<file path="config.mk">
export PLATFORM = sky130hd
export DESIGN_NAME = sid_voice_sched
export DESIGN_NICKNAME = d
export VERILOG_FILES = /design/src/rtl/sid_voice_sched.sv
export SDC_FILE = /design/constraint.sdc
export NUM_CORES = 1
export LEC_CHECK = 0
export ABC_AREA = 1
export ABC_CLOCK_PERIOD_IN_PS = 3400
export BUFFER_PORTS_ARGS = -buffer_cell sky130_fd_sc_hd__buf_2
export CORE_ASPECT_RATIO = 1.75
export CORE_MARGIN = 8
export CORE_UTILIZATION = 48
export CTS_CLUSTER_SIZE = 28
export DETAILED_ROUTE_END_ITERATION = 8
export GPL_ROUTABILITY_DRIVEN = 0
export GPL_TIMING_DRIVEN = 0
export PLACE_DENSITY = 0.72
export SLEW_MARGIN = 20
export SYNTH_ARGS = -nofsm -noshare
export SYNTH_HDL_FRONTEND = slang
export SYNTH_SLANG_ARGS = --single-unit
</file>
<file path="constraint.sdc">
create_clock -name clk -period 3.4 [get_ports clk]
set_clock_uncertainty 0.1 [all_clocks]
set_input_delay 1.02 -clock clk [delete_from_list [all_inputs] [get_ports clk]]
set_output_delay 1.02 -clock clk [all_outputs]
set_load 0.05 [all_outputs]
</file>
<file path="src/rtl/sid_voice_sched.sv">
// Three-voice time-multiplexing scheduler for a shared SID voice engine.
// Issues slots 0,1,2 per tick, routes ring/sync sources, captures outputs, builds the mix.
module sid_voice_sched (
    input  logic        clk,
    input  logic        reset,
    input  logic        tick,
    input  logic [2:0]  voice_mute,
    input  logic        clr_overrun,
    output logic        eng_valid,
    output logic [1:0]  eng_voice,
    output logic        eng_ring_in,
    output logic        eng_sync_in,
    input  logic        eng_ready,
    input  logic [11:0] eng_out,
    input  logic        eng_ring_out,
    input  logic        eng_sync_out,
    output logic [11:0] v_out0,
    output logic [11:0] v_out1,
    output logic [11:0] v_out2,
    output logic [13:0] mix,
    output logic        mix_valid,
    output logic        busy,
    output logic        overrun
);

    typedef enum logic [1:0] {S_IDLE, S_RUN, S_MIX} state_t;

    state_t      state_q, state_d;
    logic [1:0]  slot_q, slot_d;
    logic [2:0]  ring_snap_q, ring_snap_d;
    logic [2:0]  sync_snap_q, sync_snap_d;
    logic [2:0]  cap_ring_q, cap_ring_d;
    logic [2:0]  cap_sync_q, cap_sync_d;
    logic [11:0] vout_q [3];
    logic [11:0] vout_d [3];
    logic [13:0] mix_q, mix_d;
    logic        overrun_q, overrun_d;
    logic        xfer;
    logic [13:0] mix_sum;

    assign xfer = (state_q == S_RUN) && eng_ready;

    // Per-voice capture: each voice only updates when its own slot transfers.
    for (genvar gi = 0; gi < 3; gi++) begin : g_voice
        always_comb begin
            vout_d[gi]     = vout_q[gi];
            cap_ring_d[gi] = cap_ring_q[gi];
            cap_sync_d[gi] = cap_sync_q[gi];
            if (xfer && (slot_q == gi)) begin
                vout_d[gi]     = eng_out;
                cap_ring_d[gi] = eng_ring_out;
                cap_sync_d[gi] = eng_sync_out;
            end
        end

        always_ff @(posedge clk or posedge reset) begin
            if (reset) begin
                vout_q[gi]     <= 12'd0;
                cap_ring_q[gi] <= 1'b0;
                cap_sync_q[gi] <= 1'b0;
            end else begin
                vout_q[gi]     <= vout_d[gi];
                cap_ring_q[gi] <= cap_ring_d[gi];
                cap_sync_q[gi] <= cap_sync_d[gi];
            end
        end
    end

    // Slot 2 is still on the bus when the mix is formed, so use eng_out directly.
    assign mix_sum = (voice_mute[0] ? 14'd0 : {2'b00, vout_q[0]})
                   + (voice_mute[1] ? 14'd0 : {2'b00, vout_q[1]})
                   + (voice_mute[2] ? 14'd0 : {2'b00, eng_out});

    always_comb begin
        state_d     = state_q;
        slot_d      = slot_q;
        ring_snap_d = ring_snap_q;
        sync_snap_d = sync_snap_q;
        mix_d       = mix_q;
        overrun_d   = overrun_q;
        case (state_q)
            S_IDLE: begin
                if (tick) begin
                    ring_snap_d = cap_ring_q;
                    sync_snap_d = cap_sync_q;
                    slot_d      = 2'd0;
                    state_d     = S_RUN;
                end
            end
            S_RUN: begin
                if (eng_ready) begin
                    if (slot_q == 2'd2) begin
                        slot_d  = 2'd0;
                        mix_d   = mix_sum;
                        state_d = S_MIX;
                    end else begin
                        slot_d = slot_q + 2'd1;
                    end
                end
            end
            S_MIX:   state_d = S_IDLE;
            default: state_d = S_IDLE;
        endcase
        if (clr_overrun) overrun_d = 1'b0;
        if (tick && (state_q != S_IDLE)) overrun_d = 1'b1;
    end

    always_ff @(posedge clk or posedge reset) begin
        if (reset) begin
            state_q     <= S_IDLE;
            slot_q      <= 2'd0;
            ring_snap_q <= 3'd0;
            sync_snap_q <= 3'd0;
            mix_q       <= 14'd0;
            overrun_q   <= 1'b0;
        end else begin
            state_q     <= state_d;
            slot_q      <= slot_d;
            ring_snap_q <= ring_snap_d;
            sync_snap_q <= sync_snap_d;
            mix_q       <= mix_d;
            overrun_q   <= overrun_d;
        end
    end

    // Fixed SID topology: voice 0 <- 2, voice 1 <- 0, voice 2 <- 1.
    always_comb begin
        eng_ring_in = 1'b0;
        eng_sync_in = 1'b0;
        case (slot_q)
            2'd0: begin eng_ring_in = ring_snap_q[2]; eng_sync_in = sync_snap_q[2]; end
            2'd1: begin eng_ring_in = ring_snap_q[0]; eng_sync_in = sync_snap_q[0]; end
            2'd2: begin eng_ring_in = ring_snap_q[1]; eng_sync_in = sync_snap_q[1]; end
            default: begin eng_ring_in = 1'b0; eng_sync_in = 1'b0; end
        endcase
    end

    assign eng_valid = (state_q == S_RUN);
    assign eng_voice = slot_q;
    assign v_out0    = vout_q[0];
    assign v_out1    = vout_q[1];
    assign v_out2    = vout_q[2];
    assign mix       = mix_q;
    assign mix_valid = (state_q == S_MIX);
    assign busy      = (state_q != S_IDLE);
    assign overrun   = overrun_q;

endmodule
</file>
Word level (Yosys, flattened, before mapping)
Cells that the tools add are included.
Cells by class
  reductions and logical operators: 14
  muxes and demuxes: 15
  equal/unequal tests: 7
  add/subtract/negate cells: 3
Operators by type and width (number)
  12-bit two-way mux: 3
  13-bit by 12-bit adder with 14-bit output: 1
  12-bit by 12-bit adder with 13-bit output: 1
  2-bit two-way mux: 6
  3-bit AND reduction: 3
  2-bit one-hot mux with 2 select lines: 2
  1-bit one-hot mux with 3 select lines: 2
  2-bit nonzero test: 3
  1-bit logical AND: 5
  2-bit by 1-bit equality test with 1-bit output, second input constant: 2
  2-bit equality test, second input constant: 2
  2-bit logical NOT: 2
  2-bit by 1-bit inequality test with 1-bit output, second input constant: 2
  2-bit by 1-bit adder with 2-bit output, second input constant: 1
  1-bit two-way mux: 2
  2-bit inequality test, second input constant: 1
  2-bit AND reduction: 1
Storage, ports and cells
  word-level logic and storage cells: 54
  bits of input ports: 22
  output and inout bits: 58
  register bits: 67

Logic depth before layout (Yosys ltp)
  depth in word-level cells: 4
  gate-level depth with buffers: 14
  gate-level depth less buffers: 14

Least setup slack after synthesis
No wires, ideal clock.
  path kind: input -> register
  start: input port voice_mute[0]
  end: register mix_q[9], in the netlist mix[9]
  slack: 0.292 ns
  library setup time: 0.076 ns
  data arrival time: 2.932 ns
  data required time: 3.224 ns
  buffers on the path: 0
  cell stages on the path: 13
  path through: clkinv_1 > nand2_1 > fa_1 > inv_1 > ha_1 > fa_1 > nand2_1 > nand3_1 > nand3_1 > nand2_1 > nand2_1 > nand2_1 > o21ai_1
On the way
  word-level cells in the longest chain between the ends: 3
RTL lines
  from (decl): line 7  | input logic [2:0] voice_mute,
  12-bit two-way mux: line 70  | assign mix_sum = (voice_mute[0] ? 14'd0 : {2'b00, vout_q[0]})
  12-bit by 12-bit adder with 13-bit output: line 71  | + (voice_mute[1] ? 14'd0 : {2'b00, vout_q[1]})
  13-bit by 12-bit adder with 14-bit output: line 72  | + (voice_mute[2] ? 14'd0 : {2'b00, eng_out});
  to (signal assigned): line 121  | mix_q <= mix_d;
  to (decl): line 36  | logic [13:0] mix_q, mix_d;
Every way passes these cells.
A chain may end at the register's enable or synchronous reset.

Worst setup path after layout
Ends and elaborated chain as after synthesis.

==> metrics.yaml <==
status:
  status: "complete, no violations"
timing:
  fin_crit_sh_pct: 94.0
  worstMarginPinSlew_ns: 0.527
  finalCriticalPeriod_ns: 3.20
  maxSlewViolCount: 0
  maxSlewHeadroom_pct: 64.9
  report.final.setup_viol: 0
  rsz0062_at_grt: "no"
  max_freq_ghz: 0.313
  fin_setup_tns_ns: 0
  hold_ws_ns: 0.374
  finalWorstSetupSlack_ns: 0.202
  hold_viol: 0
cts:
  tritoncts: "done"
  cts_buffers: 9
  cts_root_buffer: "clkbuf_16"
  ctsHtreeMaxLevel: 3
  clock_sinks: 67
  path_clk_slew_ns: 0.05
  cts_max_path_buffers: 2
  cts_resized: 0
  postCtsHoldBufs: 0
  clock_latency_ns: 0.34
  cts_setup_buffers: 0
synthesis:
  syn_nets: 506
  synth_area_leaders: "dfrtp_1, nand2_1, fa_1"
  synth-async-reset-ratio_pct: 100
  ys_seq_area_share_pct: 45.1
  yosys-top-cells-count: "nand2_1, inv_1, dfrtp_1"
  postSynthCellCount: 460
  synth_cell_types: 29
  synth_top_area_share_pct: 45.1
  synth_top_area_cell: "dfrtp_1"
  synth_edf_count: 0
  synth.most_common_cell: "nand2_1"
  syn_area_um2: 3720
  synthFlopType: "dfrtp_1"
  avgSynthCellArea_um2: 8.08
  ys_seq_elements: 67
  ys_warn_count: 0
route:
  first_pass_iters: 4
  viasPerCell: 5.03
  drt-initial-drc-count: 237
  drc: 0
  routed_wirelength_um: 9600
  wire_per_inst_um: 14.9
  vias: 3238
  ant_nets: 0
floorplanning:
  core_um2: 7570
  die_y_um: 132
  pin_count: 80
  dieArea_um2: 10900
  die_w_um: 82.5
  rows: 42
  start_util_pct: 49.1
job:
  drv_cap: 0
layout:
  fin_util_pct: 60.3
  n_fill_cell: 717
  drive_above_1_share_pct: 21.6
  antenna_cells: 0
  syn2layout_area_growth_pct: 22.7
  postLayoutCellArea_um2: 4560
  stdcell_count: 644
  nets: 597
place:
  dpl_cell_area_um2: 4250
  io_buffers: 79
  dp_slack_ns: -0.158
  hpwl_um: 7440
  placed_cells: 628
grt:
  grtUsageTotal_pct: 18.6
  grt_pass1_wl_um: 15600
  antenna_found_initial: 0
  grt_pass1_vias: 3390
  grt_overflow: 0
  grt_max_degree: 35
setup_path:
  critical_path.max_fanout: 10
  cp_common_cell: "nand2_1"
  worstPathArrival_ns: 3.36
  cp.buffers_inverters: 3
  slowest_stage: "fa_1"
  required_ns: 3.56
  start_kind: "primary input"
  critical_path_class: "primary input to flop"
  path_cells: "buf_2 > clkinv_1 > nand2_1 > fa_1 > inv_1 > ha_1 > fa_1 > nand2_1 > nand3_1 > nand3_1 > nand2_1 > nand2_1 > nand2_1 > o21ai_1"
  critPathCaptureType: "flop"
  cp_top_family: "adder cells"
  critPathMaxStageDelay_ns: 0.54
worst_hold_path:
  hold_path.class: "flop to flop"
power:
  power.total_mw: 5.12
  power.density_nw_per_um2: 1120
  ir_worst_vdd_mv: 0.538
  p_leak_nw: 2.57
==> cell usage in the layout, fill, tap and decap left out, drive strengths merged <==
master    synthesis  routed
xnor2             1       1
clkinvlp          0       2
dfrtp            67      67
and2              1       1
a21oi             9       9
o21ai            54      54
nand4             4       4
ha               11      11
a31oi             2       2
nand2           160     160
nand3            22      22
nor2             27      27
buf               9      89
clkbuf            2      15
bufinv            0       1
nor3              1       1
xor2              2       2
inv              72      72
fa               13      13
clkinv            3       3
==> worst register-to-register path, cell delays in order (launching register included) <==
cell	delay, ns
dfrtp_1	0.39
nand2_1	0.09
fa_1	0.54
inv_1	0.04
ha_1	0.24
fa_1	0.46
nand2_1	0.10
nand3_1	0.08
nand3_1	0.09
nand2_1	0.11
nand2_1	0.07
nand2_1	0.05
o21ai_1	0.12
==> final cells by class <==
type	instances	area (um^2)	share of cell area (%)
Buffer	11	92.6	2.03
Clock buffer	13	270	5.93
Clock inverter	3	45.0	0.988
Inverter	75	287	6.28
Multi-Input combinational cell	307	1660	36.5
Sequential cell	67	1680	36.8
Tap cell	88	110	2.41
Timing Repair Buffer	80	415	9.11
==> worst paths after layout <==
path                          startpoint          to  slack, ns  cells past startpoint
setup / recovery           voice_mute[0]      mix[9]       0.20                     14
hold / removal                    mix[2]      mix[2]       0.37                      2
setup reg to reg               v_out0[1]      mix[9]       0.86                     12
min in group asynchronous          reset  v_out0[10]       0.59                      2
max in group asynchronous          reset      mix[6]       2.09                      3
hold reg to reg                   mix[2]      mix[2]       0.37                      2
==> registers in the layout (all words and copies together) (netlist names) <==
signal	count
eng_voice	2
sync_snap_q	3
cap_ring_q	3
overrun	1
ring_snap_q	3
state_q	2
v_out0	12
mix	14
v_out1	12
v_out2	12
cap_sync_q	3
==> metal layers <==
| metal | global-route usage, % | vias up | routed length, um |
|---|---|---|---|
| met5 | 0 | - | 0 |
| met4 | 8.98 | 0 | 246 |
| met3 | 4.61 | 19 | 513 |
| met2 | 33.1 | 88 | 5260 |
| met1 | 18.9 | 1526 | 3580 |
| li1 | - | 1605 | - |
==> cells by family (layout without fill, tap and decap cells) <==
group | after synthesis | after routing | share of synthesized area (%)
buffers and inverters | 86 | 182 | 10.1
DFF | 67 | 67 | 45.1
and+or+nand+nor | 215 | 215 | 23.9
adders and majority gates | 24 | 24 | 10.7
xor gates and xnor gates | 3 | 3 | 0.707
AOI/OAI and AO/OA | 65 | 65 | 9.42
==> report_power, final <==
part	internal, mW	total, mW	switching [mW]
Sequential	1.16	1.39	0.225
Clock	0.627	0.958	0.331
Combinational	0.692	2.77	2.08
Total	2.48	5.12	2.63
No activity file was read; power rests on OpenSTA's default activity.
